[src/rtl/fetch_buffer.sv]
// fetch_buffer: instruction prefetch queue between the IFU and RegDecode.
// Holds {instruction, PC+4} pairs in FIFO order and presents the oldest pair
// to decode, or a NOP (all zeros) when empty. A flush discards every entry.
// Optional feature macro: FBUF_BYPASS_EN (empty-queue combinational bypass).
module fetch_buffer #(
  parameter int DEPTH = 4,
  parameter int AW    = 2
) (
  input  logic          clock,
  input  logic          reset,
  input  logic          in_valid,
  input  logic [31:0]   in_instr,
  input  logic [31:0]   in_pc4,
  output logic          in_ready,
  input  logic          flush,
  input  logic          out_ready,
  output logic          out_valid,
  output logic [31:0]   out_instr,
  output logic [31:0]   out_pc4,
  output logic [AW:0]   count,
  output logic          ovf_err
);

  typedef enum logic [1:0] {
    OCC_EMPTY,
    OCC_PARTIAL,
    OCC_FULL
  } occ_e;

  localparam logic [AW:0] FULL_COUNT = (AW + 1)'(DEPTH);

  logic [31:0]   instr_mem [DEPTH];
  logic [31:0]   pc4_mem   [DEPTH];
  logic [AW-1:0] rd_ptr;
  logic [AW-1:0] wr_ptr;
  logic [AW:0]   count_q;
  logic [AW:0]   count_next;
  logic          ovf_q;
  occ_e          occ;
  logic          head_valid;
  logic          push;
  logic          pop;
`ifdef FBUF_BYPASS_EN
  logic          bypass;
`endif

  assign count   = count_q;
  assign ovf_err = ovf_q;

  // Occupancy state decoded from the registered count.
  always_comb begin
    occ = OCC_PARTIAL;
    if (count_q == '0) begin
      occ = OCC_EMPTY;
    end else if (count_q == FULL_COUNT) begin
      occ = OCC_FULL;
    end
  end

  assign head_valid = (occ != OCC_EMPTY);
  assign in_ready   = (occ != OCC_FULL);

  // Push/pop qualification; flush suppresses both.
  always_comb begin
    pop  = out_ready & head_valid & ~flush;
    push = in_valid & in_ready & ~flush;
`ifdef FBUF_BYPASS_EN
    bypass = (occ == OCC_EMPTY) & in_valid & ~flush;
    // A bypassed word taken by decode in the same cycle is never stored.
    if (bypass && out_ready) begin
      push = 1'b0;
    end
`endif
    count_next = count_q + (AW + 1)'(push) - (AW + 1)'(pop);
  end

  // Head presentation: storage head qualified by occupancy, NOP otherwise.
  always_comb begin
    out_valid = head_valid;
    out_instr = head_valid ? instr_mem[rd_ptr] : '0;
    out_pc4   = head_valid ? pc4_mem[rd_ptr]   : '0;
`ifdef FBUF_BYPASS_EN
    if (bypass) begin
      out_valid = 1'b1;
      out_instr = in_instr;
      out_pc4   = in_pc4;
    end
`endif
  end

  // Entry storage; contents need no reset since occupancy qualifies reads.
  always_ff @(posedge clock) begin
    if (push) begin
      instr_mem[wr_ptr] <= in_instr;
      pc4_mem[wr_ptr]   <= in_pc4;
    end
  end

  // Pointers, occupancy count and sticky overflow flag.
  always_ff @(posedge clock or negedge reset) begin
    if (!reset) begin
      rd_ptr  <= '0;
      wr_ptr  <= '0;
      count_q <= '0;
      ovf_q   <= 1'b0;
    end else begin
      if (in_valid && !in_ready) begin
        ovf_q <= 1'b1;
      end
      if (flush) begin
        rd_ptr  <= '0;
        wr_ptr  <= '0;
        count_q <= '0;
      end else begin
        if (push) wr_ptr <= wr_ptr + AW'(1);
        if (pop)  rd_ptr <= rd_ptr + AW'(1);
        count_q <= count_next;
      end
    end
  end

endmodule

[config.mk]
export PLATFORM = sky130hd
export DESIGN_NAME = fetch_buffer
export DESIGN_NICKNAME = d
export VERILOG_FILES = /design/src/rtl/fetch_buffer.sv
export SDC_FILE = /design/constraint.sdc
export NUM_CORES = 1
export LEC_CHECK = 0
export BUFFER_PORTS_ARGS = -buffer_cell sky130_fd_sc_hd__buf_4
export CAP_MARGIN = 30
export CORE_UTILIZATION = 24
export CTS_CLUSTER_SIZE = 14
export DETAILED_ROUTE_END_ITERATION = 12
export PLACE_DENSITY = 0.51
export SLEW_MARGIN = 15
export SYNTH_ARGS = -nofsm -noshare
export SYNTH_HDL_FRONTEND = slang
export SYNTH_SLANG_ARGS = --single-unit
[constraint.sdc]
create_clock -name clock -period 4.1 [get_ports clock]
set_input_delay 0.205 -clock clock [delete_from_list [all_inputs] [get_ports clock]]
set_output_delay 0.205 -clock clock [all_outputs]
set_load 0.02 [all_outputs]
==> results.md, run 1 <==
* Outcome: finished, final reports clean
* Sequential fraction of the synthesis area at between 70% and 80%
* Final net count at about 760
* Number of buffers added to fix hold violations after cts at 68
* Most frequently used flop master after synthesis: edfxtp_1
* All-Layer GR Usage at roughly a tenth
* Number of hold-slack violations in the final timing report at 0
* Sequence of cells on the critical path: or3_2 -> buf_4 -> and2_1 -> buf_4
* TritonCTS clock tree: built
* Fin Clk Skew at between 0.009 and 0.01 ns
* Maximum number of pins on one net before global-route repair at 57
* Cell count after synthesis at 455
* Placement Setup Slack at roughly 1.5 ns
* Die area at approximately 0.043 mm²
* Critical-path maximum fanout at 33
* Most Used Layer, Global Route: met2
* Number of design rule violations left after detail routing at 0
* Number of detailed-route iterations in the first pass at 6
* GRT met2 Usage at 16.1%
* Endpoint of the most critical register-to-register path: count[2]$_DFF_PN0_
* Max-Cap Viols at 0
* Pins Over Slew Limit at 0
* Floorplan die height at 208 µm
* Average wire per standard cell at between 15 and 20 µm
* Number of endpoints failing setup at the final stage at 0
* Via count at 5056
* CTS buffer count at 28
* Worst Min Path Start: out_ready
* FMAX at between 0.3 and 0.4 GHz
* Critical Path Max Stage Delay at 0.85 ns
* Core utilization of the finished layout at around 33%
* Cell with the largest stage delay on the worst path: or3_2
* Final GP Congestion at 0.664
* Count of state elements after synthesis at between 200 and 300
* Global-route track usage on met1 at 13.5%
* Mean instance size in the synthesized netlist at 22.3 µm²
* WHS Endpoint: rd_ptr[0]$_DFFE_PN0P_
* 1st-iter DRT viols at 208
* CTS Root Buffer Type: clkbuf_16
* Initial antenna violation count at 1
* Leakage power at around 0.0046 µW
* Share of post-route cells with drive strength above 1 at a little over a third
* Clock latency at the later pin of the worst-skew pair at roughly 0.55 ns
* Largest voltage drop on the vdd net at ~480 µV
* Post-CTS setup buffers at 0
* Half-perimeter wire length after detailed placement at ~12000 µm
* Count of flip-flops with a built-in enable after synthesis at between 200 and 300
* Sink count of the clock tree at ~260
* Placeable Area at roughly 0.041 mm²
* Setup TNS Final at 0 ns
* Number of antenna diodes at 0
* Worst Max-Slew Pin Slew at a little under 0.8 ns
* H-tree depth at 1
* Critical path start-end classification: reg2out
* Count of buffers from port buffering at 138
* Critical path launch point type: flip-flop
* Layout overhead on the synthesized area at 32.8%
* Post-CTS clock slew at the launch and capture registers of the worst setup and hold paths at roughly 0.06 ns
* Worst relative slew slack at around 48%
* Hold Path Stages at 4
* Setup repair after global routing missed its margin: false
* Count of antenna-violating nets left after detailed routing at 0
* Min Clock Period, post-route at 2.89 ns
* Grt ovf at 0
* Post-CTS sizing at 0
* Die span in x at roughly 210 µm
* Number of global-route vias before repair at roughly 5400
* Data arrival time of the critical path at ~2.7 ns
* R2r setup slk at 1.54 ns
* Largest buffer count on any clock path at 3
* Worst hold-check path type: in2reg
* Final WL at about 22000 µm
* Number of unique standard cell types used by synthesis at 24
* Global-route wire length before repair at around 33000 µm
* Synth Cell Area at roughly 0.010 mm²
* Share of the clock period used by the worst path after layout at 70.6%
* Setup WS post-layout at 1.21 ns
* Most repeated library cell on the critical path: buf_4
* Number of standard-cell rows in the floorplan at 74
* Ports at between 100 and 150
* Critical path endpoint category: primary output
* Vias/cell at about 4.1
* Cell area power density at between 500 and 600 mW/mm²
* FFs w/ async S/R, synth at under 10%
* Worst-case reg-to-reg path depth at 11
* Synth warnings at 0
* Worst EP required at about 4 ns
* Initial core utilization at roughly a quarter
* Met3 track utilization from global routing at about 2.2%
* Worst R2R Start: count[2]$_DFF_PN0_
* Post-Syn Nets at ~530
==> power breakdown <==
part           internal, µW  switching (µW)  total [µW]
Sequential             3120             102        3220
Clock                  1480             992        2470
Combinational          1110            1250        2360
==> registers in the layout, summed over array words and instances (netlist names) <==
| name | flops |
|---|---|
| count | 3 |
| ovf_err | 1 |
| pc4_mem | 128 |
| instr_mem | 128 |
| rd_ptr | 2 |
| wr_ptr | 2 |
==> synthesized netlist by cell type, types with 2 or more instances <==
cell / number / area (µm²)
or3_1: 2 / 12.5
nand2b_1: 2 / 12.5
ha_1: 6 / 75.1
edfxtp_1: 256 / 7690
inv_1: 7 / 26.3
xor2_1: 3 / 26.3
buf_6: 5 / 56.3
nor2_1: 6 / 22.5
mux4_2: 64 / 1440
clkbuf_1: 9 / 33.8
and2_1: 68 / 425
dfrtp_1: 8 / 200
buf_2: 8 / 40.0
==> area by class of cell <==
class                   count  area (µm²)
fillers                  4014       27800
flip-flops and latches    264        7900
multi-input cells         162        2120
repair buffers            216        1870
clock buffers              39         763
well taps                 532         666
clock inverters            12         134
inverters                   7        26.3
==> metrics by stage <==
| step | power (µW) | std cells | cell area [µm²] | hold slack, ns |
|---|---|---|---|---|
| 2_1_floorplan | 4680 | 455 | 10200 | -0.0906 |
| 3_3_place_gp | 5650 | 1112 | 11900 | 0.0351 |
| 3_5_place_dp | 5650 | 1112 | 11900 | 0.0359 |
| 4_1_cts | 8230 | 1231 | 13400 | 0.0293 |
| 5_1_grt | 8440 | 1232 | 13500 | 0.0703 |
| 6_report | 8050 | 1232 | 13500 | 0.0870 |
==> how the worst max path moves through the flow <==
stage / from / endpoint / slack [ns] / depth (start not counted)
2_1_floorplan: count[1]$_DFF_PN0_ / instr_mem[0][0]$_DFFE_PP_ / 1.13 / 3
4_1_cts: count[1]$_DFF_PN0_ / out_pc4[21] / 1.05 / 4
5_1_grt: count[1]$_DFF_PN0_ / out_pc4[21] / 1.02 / 4
3_5_place_dp: count[2]$_DFF_PN0_ / count[2]$_DFF_PN0_ / 1.53 / 11
6_report: count[1]$_DFF_PN0_ / out_pc4[21] / 1.21 / 4
3_3_place_gp: count[2]$_DFF_PN0_ / count[2]$_DFF_PN0_ / 1.57 / 11
==> per-layer routing <==
metal	vias to the layer above	share of wire [%]	routed length [µm]
li1	2287	-	-
met1	2622	46	10100
met2	112	47	10300
met3	35	4.8	1050
met4	0	2.2	472
met5	-	0	0
==> worst max-delay path: cells and delay by family (launching register included) <==
| family | cells | cell delay, ns |
|---|---|---|
| buffers and inverters | 2 | 0.59 |
| AND/OR/NAND/NOR | 2 | 1.08 |
| flip-flops | 1 | 0.46 |
==> logic make-up after synthesis <==
logic type,after synthesis,synth area share [%]
DFF,264,77.7
buffers and inverters,29,1.54
adders and majority gates,7,0.937
and+or+nand+nor,81,4.84
xor gates and xnor gates,4,0.345
muxes,65,14.3
AOI/OAI and AO/OA,5,0.333
==> layout by cell type, fill, tap and decap left out, drive strengths merged, types with 7 or more instances in the layout <==
| master | n |
|---|---|
| buf | 148 |
| mux4 | 64 |
| clkinv | 7 |
| clkbuf | 39 |
| dfrtp | 8 |
| inv | 7 |
| dlygate4sd3 | 68 |
| and2 | 68 |
| edfxtp | 256 |
Power figures use the tool's default switching activity.
==> run 2, diff against run 1 <==
- PLACE_DENSITY: 0.51 -> 0.52
- clock period: 4.1 -> 2.53 ns (I/O delays scaled with it)
==> results.md, run 2 (synthesis results as in run 1) <==
* Switching power summed over all nets at 3870 µW (+65%)
* Sequence of cells on the critical path: buf_12 -> mux4_2 -> and2_1 -> buf_4
* Share of the clock period used by the worst path after layout at between 90 and 100%
* TritonCTS clock tree: built
* Setup WS post-layout at 0.131 ns (-1.08 ns)
* Largest voltage drop on the vdd net at 518 µV (+9.1%)
* Count of antenna-violating nets left after detailed routing at 0 (unchanged)
* Initial core utilization at 24.6% (unchanged)
* Critical path start-end classification: reg2out
* Placement Setup Slack at 0.363 ns (-1.17 ns)
* Initial antenna violation count at 0 (-1)
* Cell area power density at 961 mW/mm² (+61%)
* Top library cells by usage in the layout, fill and taps aside: edfxtp_1 (256), buf_4 (144), dlygate4sd3_1 (69)
* Max-Cap Viols at 0 (unchanged)
* Largest buffer count on any clock path at 3 (unchanged)
* Average wire per standard cell at 17.5 µm (-1.5%)
* Instance area after placement at 0.0120 mm² (+1.1%)
* Setup TNS Final at 0 ns (unchanged)
* Portion of total power attributed to combinational logic at 30.0% (+0.7 points)
* Global-route wire length before repair at 33100 µm (+0.33%)
* Critical path endpoint category: primary output
* Number of detailed-route iterations in the first pass at 4 (-2)
* Pins Over Slew Limit at 0 (unchanged)
* Clock latency at the later pin of the worst-skew pair at 0.56 ns (about the same)
* Critical Path Max Stage Delay at 0.54 ns (-0.31 ns)
* Setup repair after global routing missed its margin: false
* Internal Dissipation at 9230 µW (+62%)
* Fin Clk Skew at 0.0340 ns (+0.0245 ns)
* Via count at 5080 (+0.47%)
* Final standard cell area without fillers at 0.0136 mm² (+1.1%)
* Grt ovf at 0 (unchanged)
* Die span in x at 208 µm (unchanged)
* Outcome: finished, final reports clean
* Number of endpoints failing setup at the final stage at 0 (unchanged)
* Cell class contributing the biggest share of worst-path delay: multiplexers
* Placed Cells incl. Taps at 1120 (+0.72%)
* CTS buffer count at 29 (+3.6%)
* Most common library cell in the layout ignoring fill and taps: edfxtp_1
* Post-CTS clock slew at the launch and capture registers of the worst setup and hold paths at 0.06 ns (about the same)
* Final net count at 765 (+1.3%)
* Portion of total power attributed to sequential cells at 39.4% (-0.6 points)
* 1st-iter DRT viols at 249 (+20%)
* FMAX at approximately 0.42 GHz
* Die area at 0.0431 mm² (unchanged)
* Switch share at 29.5% (+0.45 points)
* Half-perimeter wire length after detailed placement at 12300 µm (+1.8%)
* Worst hold-check path type: in2reg
* Critical path launch point type: flip-flop
* Final Instance Count excl. Fillers at 1244 (+0.97%)
* Final GP Congestion at 0.705 (+6.1%)
* Worst EP required at 2.40 ns (-1.49 ns)
* Total of fill cells in the finished design at 3988 (-0.65%)
* Share of post-route cells with drive strength above 1 at 38.5% (+2.1 points)
* Relative contribution of the clock network to total power at 30.6% (about the same)
* Number of standard-cell rows in the floorplan at 74 (unchanged)
* Post-CTS sizing at 0 (unchanged)
* Layout overhead on the synthesized area at 34.3%
* Number of global-route vias before repair at 5557 (+3.1%)
* Leakage power at 0.00464 µW (+1.8%)
* Placeable Area at 0.0413 mm² (unchanged)
* Min Clock Period, post-route at around 2.4 ns
* Count of buffers from port buffering at 138 (unchanged)
* Cell with the largest stage delay on the worst path: mux4_2
* Sink count of the clock tree at 264 (unchanged)
* Critical-path maximum fanout at 42 (+27%)
* Ports at 139 (unchanged)
* Number of buffer and inverter stages on the critical path at 2 (unchanged)
* Number of antenna diodes at 0 (unchanged)
* All-Layer GR Usage at 9.97% (-0.057 points)
* Final WL at 21700 µm (-0.50%)
* Final total power at 13100 µW (+63%)
* Maximum number of pins on one net before global-route repair at 43 (-25%)
* Worst relative slew slack at 70.5% (+23 points)
* Floorplan die height at 208 µm (unchanged)
* Number of hold-slack violations in the final timing report at 0 (unchanged)
* H-tree depth at 1 (unchanged)
* Data arrival time of the critical path at 2.27 ns (-0.42 ns)
* CTS Root Buffer Type: clkbuf_16
* Worst Max-Slew Pin Slew at 0.442 ns (-0.343 ns)
* Vias/cell at 4.08 (-0.49%)
* Number of design rule violations left after detail routing at 0 (unchanged)
[run 2: what timing repair did]
action,4_1_cts,5_1_grt
buffers inserted,1,0
endpoints found under the hold margin,272,0
endpoints found under the setup margin,13,0
hold buffers,69,0
[run 2: cell type report]
cell class	instances	area [µm²]	area share, %
clock buffers	34	744	5.46
clock inverters	20	166	1.22
inverters	7	26.3	0.193
multi-input cells	162	2120	15.5
flip-flops and latches	264	7900	57.9
well taps	532	666	4.88
repair buffers	225	2010	14.8
[run 2: final timing paths]
check	from	end	slack, ns	depth (start not counted)
max in group asynchronous	reset	rd_ptr[0]$_DFFE_PN0P_	1.67	3
setup reg to reg	count[1]$_DFF_PN0_	count[2]$_DFF_PN0_	0.35	9
min in group asynchronous	reset	wr_ptr[0]$_DFFE_PN0P_	0.55	3
hold reg to reg	ovf_err$_DFFE_PN0P_	ovf_err$_DFFE_PN0P_	0.48	1
hold / removal	in_instr[1]	instr_mem[3][1]$_DFFE_PP_	0.31	2
setup / recovery	rd_ptr[0]$_DFFE_PN0P_	out_instr[2]	0.13	4
[run 2: routing by layer]
metal,global-route usage [%],routed length [µm],share of wire [%],vias up
li1,-,-,-,2300
met1,13.4,10000,46,2624
met2,16.1,10200,47,121
met3,2.47,1080,5.0,35
met4,2.58,461,2.1,0
met5,0,0,0,-
[run 2: per-stage QoR]
step                      hold slack (ns)  util (%)
after global placement            -0.0470      29.1
after global routing                0.281      33.0
after detailed placement          -0.0434      29.1
final                               0.306      33.0
after floorplan                    -0.169         -
after CTS                           0.259      33.0
[run 2: power by group through the flow]
| stage | sequential, µW | combinational, µW | clock (µW) |
|---|---|---|---|
| 6_report | 5160 | 3930 | 4010 |
| 3_3_place_gp | 5260 | 3910 | 0 |
| 4_1_cts | 5160 | 4040 | 4170 |
| 2_1_floorplan | 5230 | 2340 | 0 |
| 5_1_grt | 5180 | 4220 | 4310 |
| 3_5_place_dp | 5260 | 3910 | 0 |
==> run 3, diff against run 2 <==
- CORE_ASPECT_RATIO: unset -> 0.6
==> results.md, run 3 (synthesis results as in run 1) <==
* Share of post-route cells with drive strength above 1 at 37.0% (-1.5 points)
* Minimum hold slack at 0.0276 ns (-0.278 ns)
* CTS Root Buffer Type: clkbuf_16
* Worst-case reg-to-reg path depth at 9 (unchanged)
* Post-CTS clock slew at the launch and capture registers of the worst setup and hold paths at 0.06 ns (about the same)
* Data arrival time of the critical path at 2.26 ns (about the same)
* Switching power summed over all nets at 3790 µW (-2.1%)
* Switch share at 29.4% (-0.13 points)
* Worst EP required at 2.40 ns (about the same)
* Final WL at 23300 µm (+7.1%)
* Pins Over Slew Limit at 0 (unchanged)
* Setup repair after global routing missed its margin: false
* Critical path endpoint category: primary output
* Number of design rule violations left after detail routing at 0 (unchanged)
* Half-perimeter wire length after detailed placement at 15200 µm (+23%)
* Leakage power at 0.00459 µW (-1.2%)
* Portion of total power attributed to combinational logic at 31.0% (+1.0 points)
* Fin Clk Skew at 0.0128 ns (-0.0212 ns)
* Sink count of the clock tree at 264 (unchanged)
* Relative contribution of the clock network to total power at 28.9% (-1.7 points)
* Max-Cap Viols at 0 (unchanged)
* End of the critical path: out_instr[31]
* Largest buffer count on any clock path at 3 (unchanged)
* H-tree depth at 1 (unchanged)
* Worst Max-Slew Pin Slew at 0.423 ns (-0.0196 ns)
* Vias/cell at 4.04 (-0.98%)
* Final GP Congestion at 0.672 (-4.6%)
* Share of the clock period used by the worst path after layout at 94.4% (-0.44 points)
* Initial core utilization at 24.7% (+0.13 points)
* Critical path start-end classification: reg2out
* CTS buffer count at 26 (-10%)
* Placeable Area at 0.0411 mm² (-0.52%)
* Die area at 0.0431 mm² (about the same)
* Outcome: finished, final reports clean
* Number of endpoints failing setup at the final stage at 0 (unchanged)
* Critical-path maximum fanout at 25 (-40%)
* Number of detailed-route iterations in the first pass at 5 (+1)
* Average wire per standard cell at 18.4 µm (+5.2%)
* Initial antenna violation count at 0 (unchanged)
* Min Clock Period, post-route at 2.39 ns (-0.0112 ns)
* Number of standard-cell rows in the floorplan at 57 (-23%)
* All-Layer GR Usage at 11.0% (+1.0 points)
* Number of global-route vias before repair at 5481 (-1.4%)
* Layout overhead on the synthesized area at 33.5%
* TritonCTS clock tree: built
* Grt ovf at 0 (unchanged)
* Die span in x at 268 µm (+29%)
* Maximum number of pins on one net before global-route repair at 43 (unchanged)
* Global-route wire length before repair at 35300 µm (+6.6%)
* Worst hold-check path type: in2reg
* FMAX at 0.419 GHz (+0.47%)
* Count of antenna-violating nets left after detailed routing at 0 (unchanged)
* R2r setup slk at 0.38 ns (+0.03 ns)
* Count of buffers from port buffering at 138 (unchanged)
* Final total power at 12900 µW (-1.6%)
* Cell area power density at 951 mW/mm² (-1.1%)
* Start point of the critical path: rd_ptr[0]$_DFFE_PN0P_
* Top library cells by usage in the layout, fill and taps aside: edfxtp_1 (256), buf_4 (145), dlygate4sd3_1 (69)
* Worst relative slew slack at 71.8% (+1.3 points)
* Most common library cell in the layout ignoring fill and taps: edfxtp_1
* Internal Dissipation at 9090 µW (-1.5%)
* Worst R2R Start: count[1]$_DFF_PN0_
* Clock latency at the later pin of the worst-skew pair at 0.54 ns (-0.02 ns)
* Largest voltage drop on the vdd net at 488 µV (-5.8%)
* Floorplan die height at 161 µm (-22%)
* Endpoint of the most critical register-to-register path: count[2]$_DFF_PN0_
* Portion of total power attributed to sequential cells at 40.2% (+0.8 points)
* Via count at 5119 (+0.77%)
* 1st-iter DRT viols at 353 (+42%)
* Ports at 139 (unchanged)
* Final net count at 762 (-0.39%)
* Setup TNS Final at 0 ns (unchanged)
* Critical path launch point type: flip-flop
* Number of hold-slack violations in the final timing report at 0 (unchanged)
-- run 3: changes by cell type in the layout (fill, tap and decap cells not counted), sizes merged --
cell      change
clkinvlp      -2
diode         +1
inv           -2
clkbuf        +1
clkinv        -4
-- run 3: layout make-up --
cell class | count | area [µm²]
clock inverter | 12 | 110
clock buffer | 35 | 706
antenna | 1 | 2.50
timing repair buffer | 225 | 1990
fill | 3994 | 27500
multi-input combinational | 162 | 2120
tap | 560 | 701
inverter | 7 | 26.3
sequential | 264 | 7900
-- run 3: worst min-delay path by stage --
stage / startpoint / end / slack, ns / cells after the start
after global routing: out_ready / rd_ptr[1]$_DFFE_PN0P_ / 0.05 / 4
final: out_ready / rd_ptr[1]$_DFFE_PN0P_ / 0.03 / 4
after CTS: out_ready / rd_ptr[1]$_DFFE_PN0P_ / 0.008 / 4
after detailed placement: reset / count[2]$_DFF_PN0_ / -0.04 / 1
after global placement: reset / count[1]$_DFF_PN0_ / -0.04 / 1
after floorplan: reset / count[0]$_DFF_PN0_ / -0.17 / 0
-- run 3: stage by stage --
| step | std cells | instance area, µm² | utilization, % | worst slack, ns |
|---|---|---|---|---|
| 6_report | 1266 | 13600 | 33.0 | 0.142 |
| 4_1_cts | 1265 | 13600 | 33.0 | 0.0973 |
| 3_3_place_gp | 1148 | 12000 | 29.3 | 0.396 |
| 5_1_grt | 1265 | 13600 | 33.0 | 0.0436 |
| 2_1_floorplan | 455 | 10200 | - | 0.217 |
| 3_5_place_dp | 1148 | 12000 | 29.3 | 0.370 |
-- run 3: critical path, stage by stage (launching register included) --
cell and delay [ns]:
dfrtp_4 0.51, buf_12 0.24, mux4_2 0.58, and2_1 0.20
buf_4 0.16
-- run 3: repair_timing --
| action | 4_1_cts | 5_1_grt |
|---|---|---|
| endpoints found under the hold margin | 272 | 0 |
| endpoints found under the setup margin | 49 | 0 |
| gates resized for setup | 2 | 0 |
| setup buffers | 1 | 0 |
| hold buffers | 69 | 0 |
-- run 3: power groups by stage --
| stage | clock network [µW] | registers (µW) | logic [µW] |
|---|---|---|---|
| 6_report | 3720 | 5180 | 3990 |
| 5_1_grt | 3990 | 5200 | 4320 |
| 4_1_cts | 3840 | 5180 | 4130 |
| 3_5_place_dp | 0 | 5300 | 3970 |
| 3_3_place_gp | 0 | 5290 | 3970 |
| 2_1_floorplan | 0 | 5230 | 2340 |
-- run 3: routing by layer --
metal	track usage, %	part of all wire (%)	up-vias
li1	-	-	2301
met1	16.1	46	2654
met2	16.8	46	129
met3	2.18	5.6	35
met4	2.29	1.9	0
met5	0	0	-
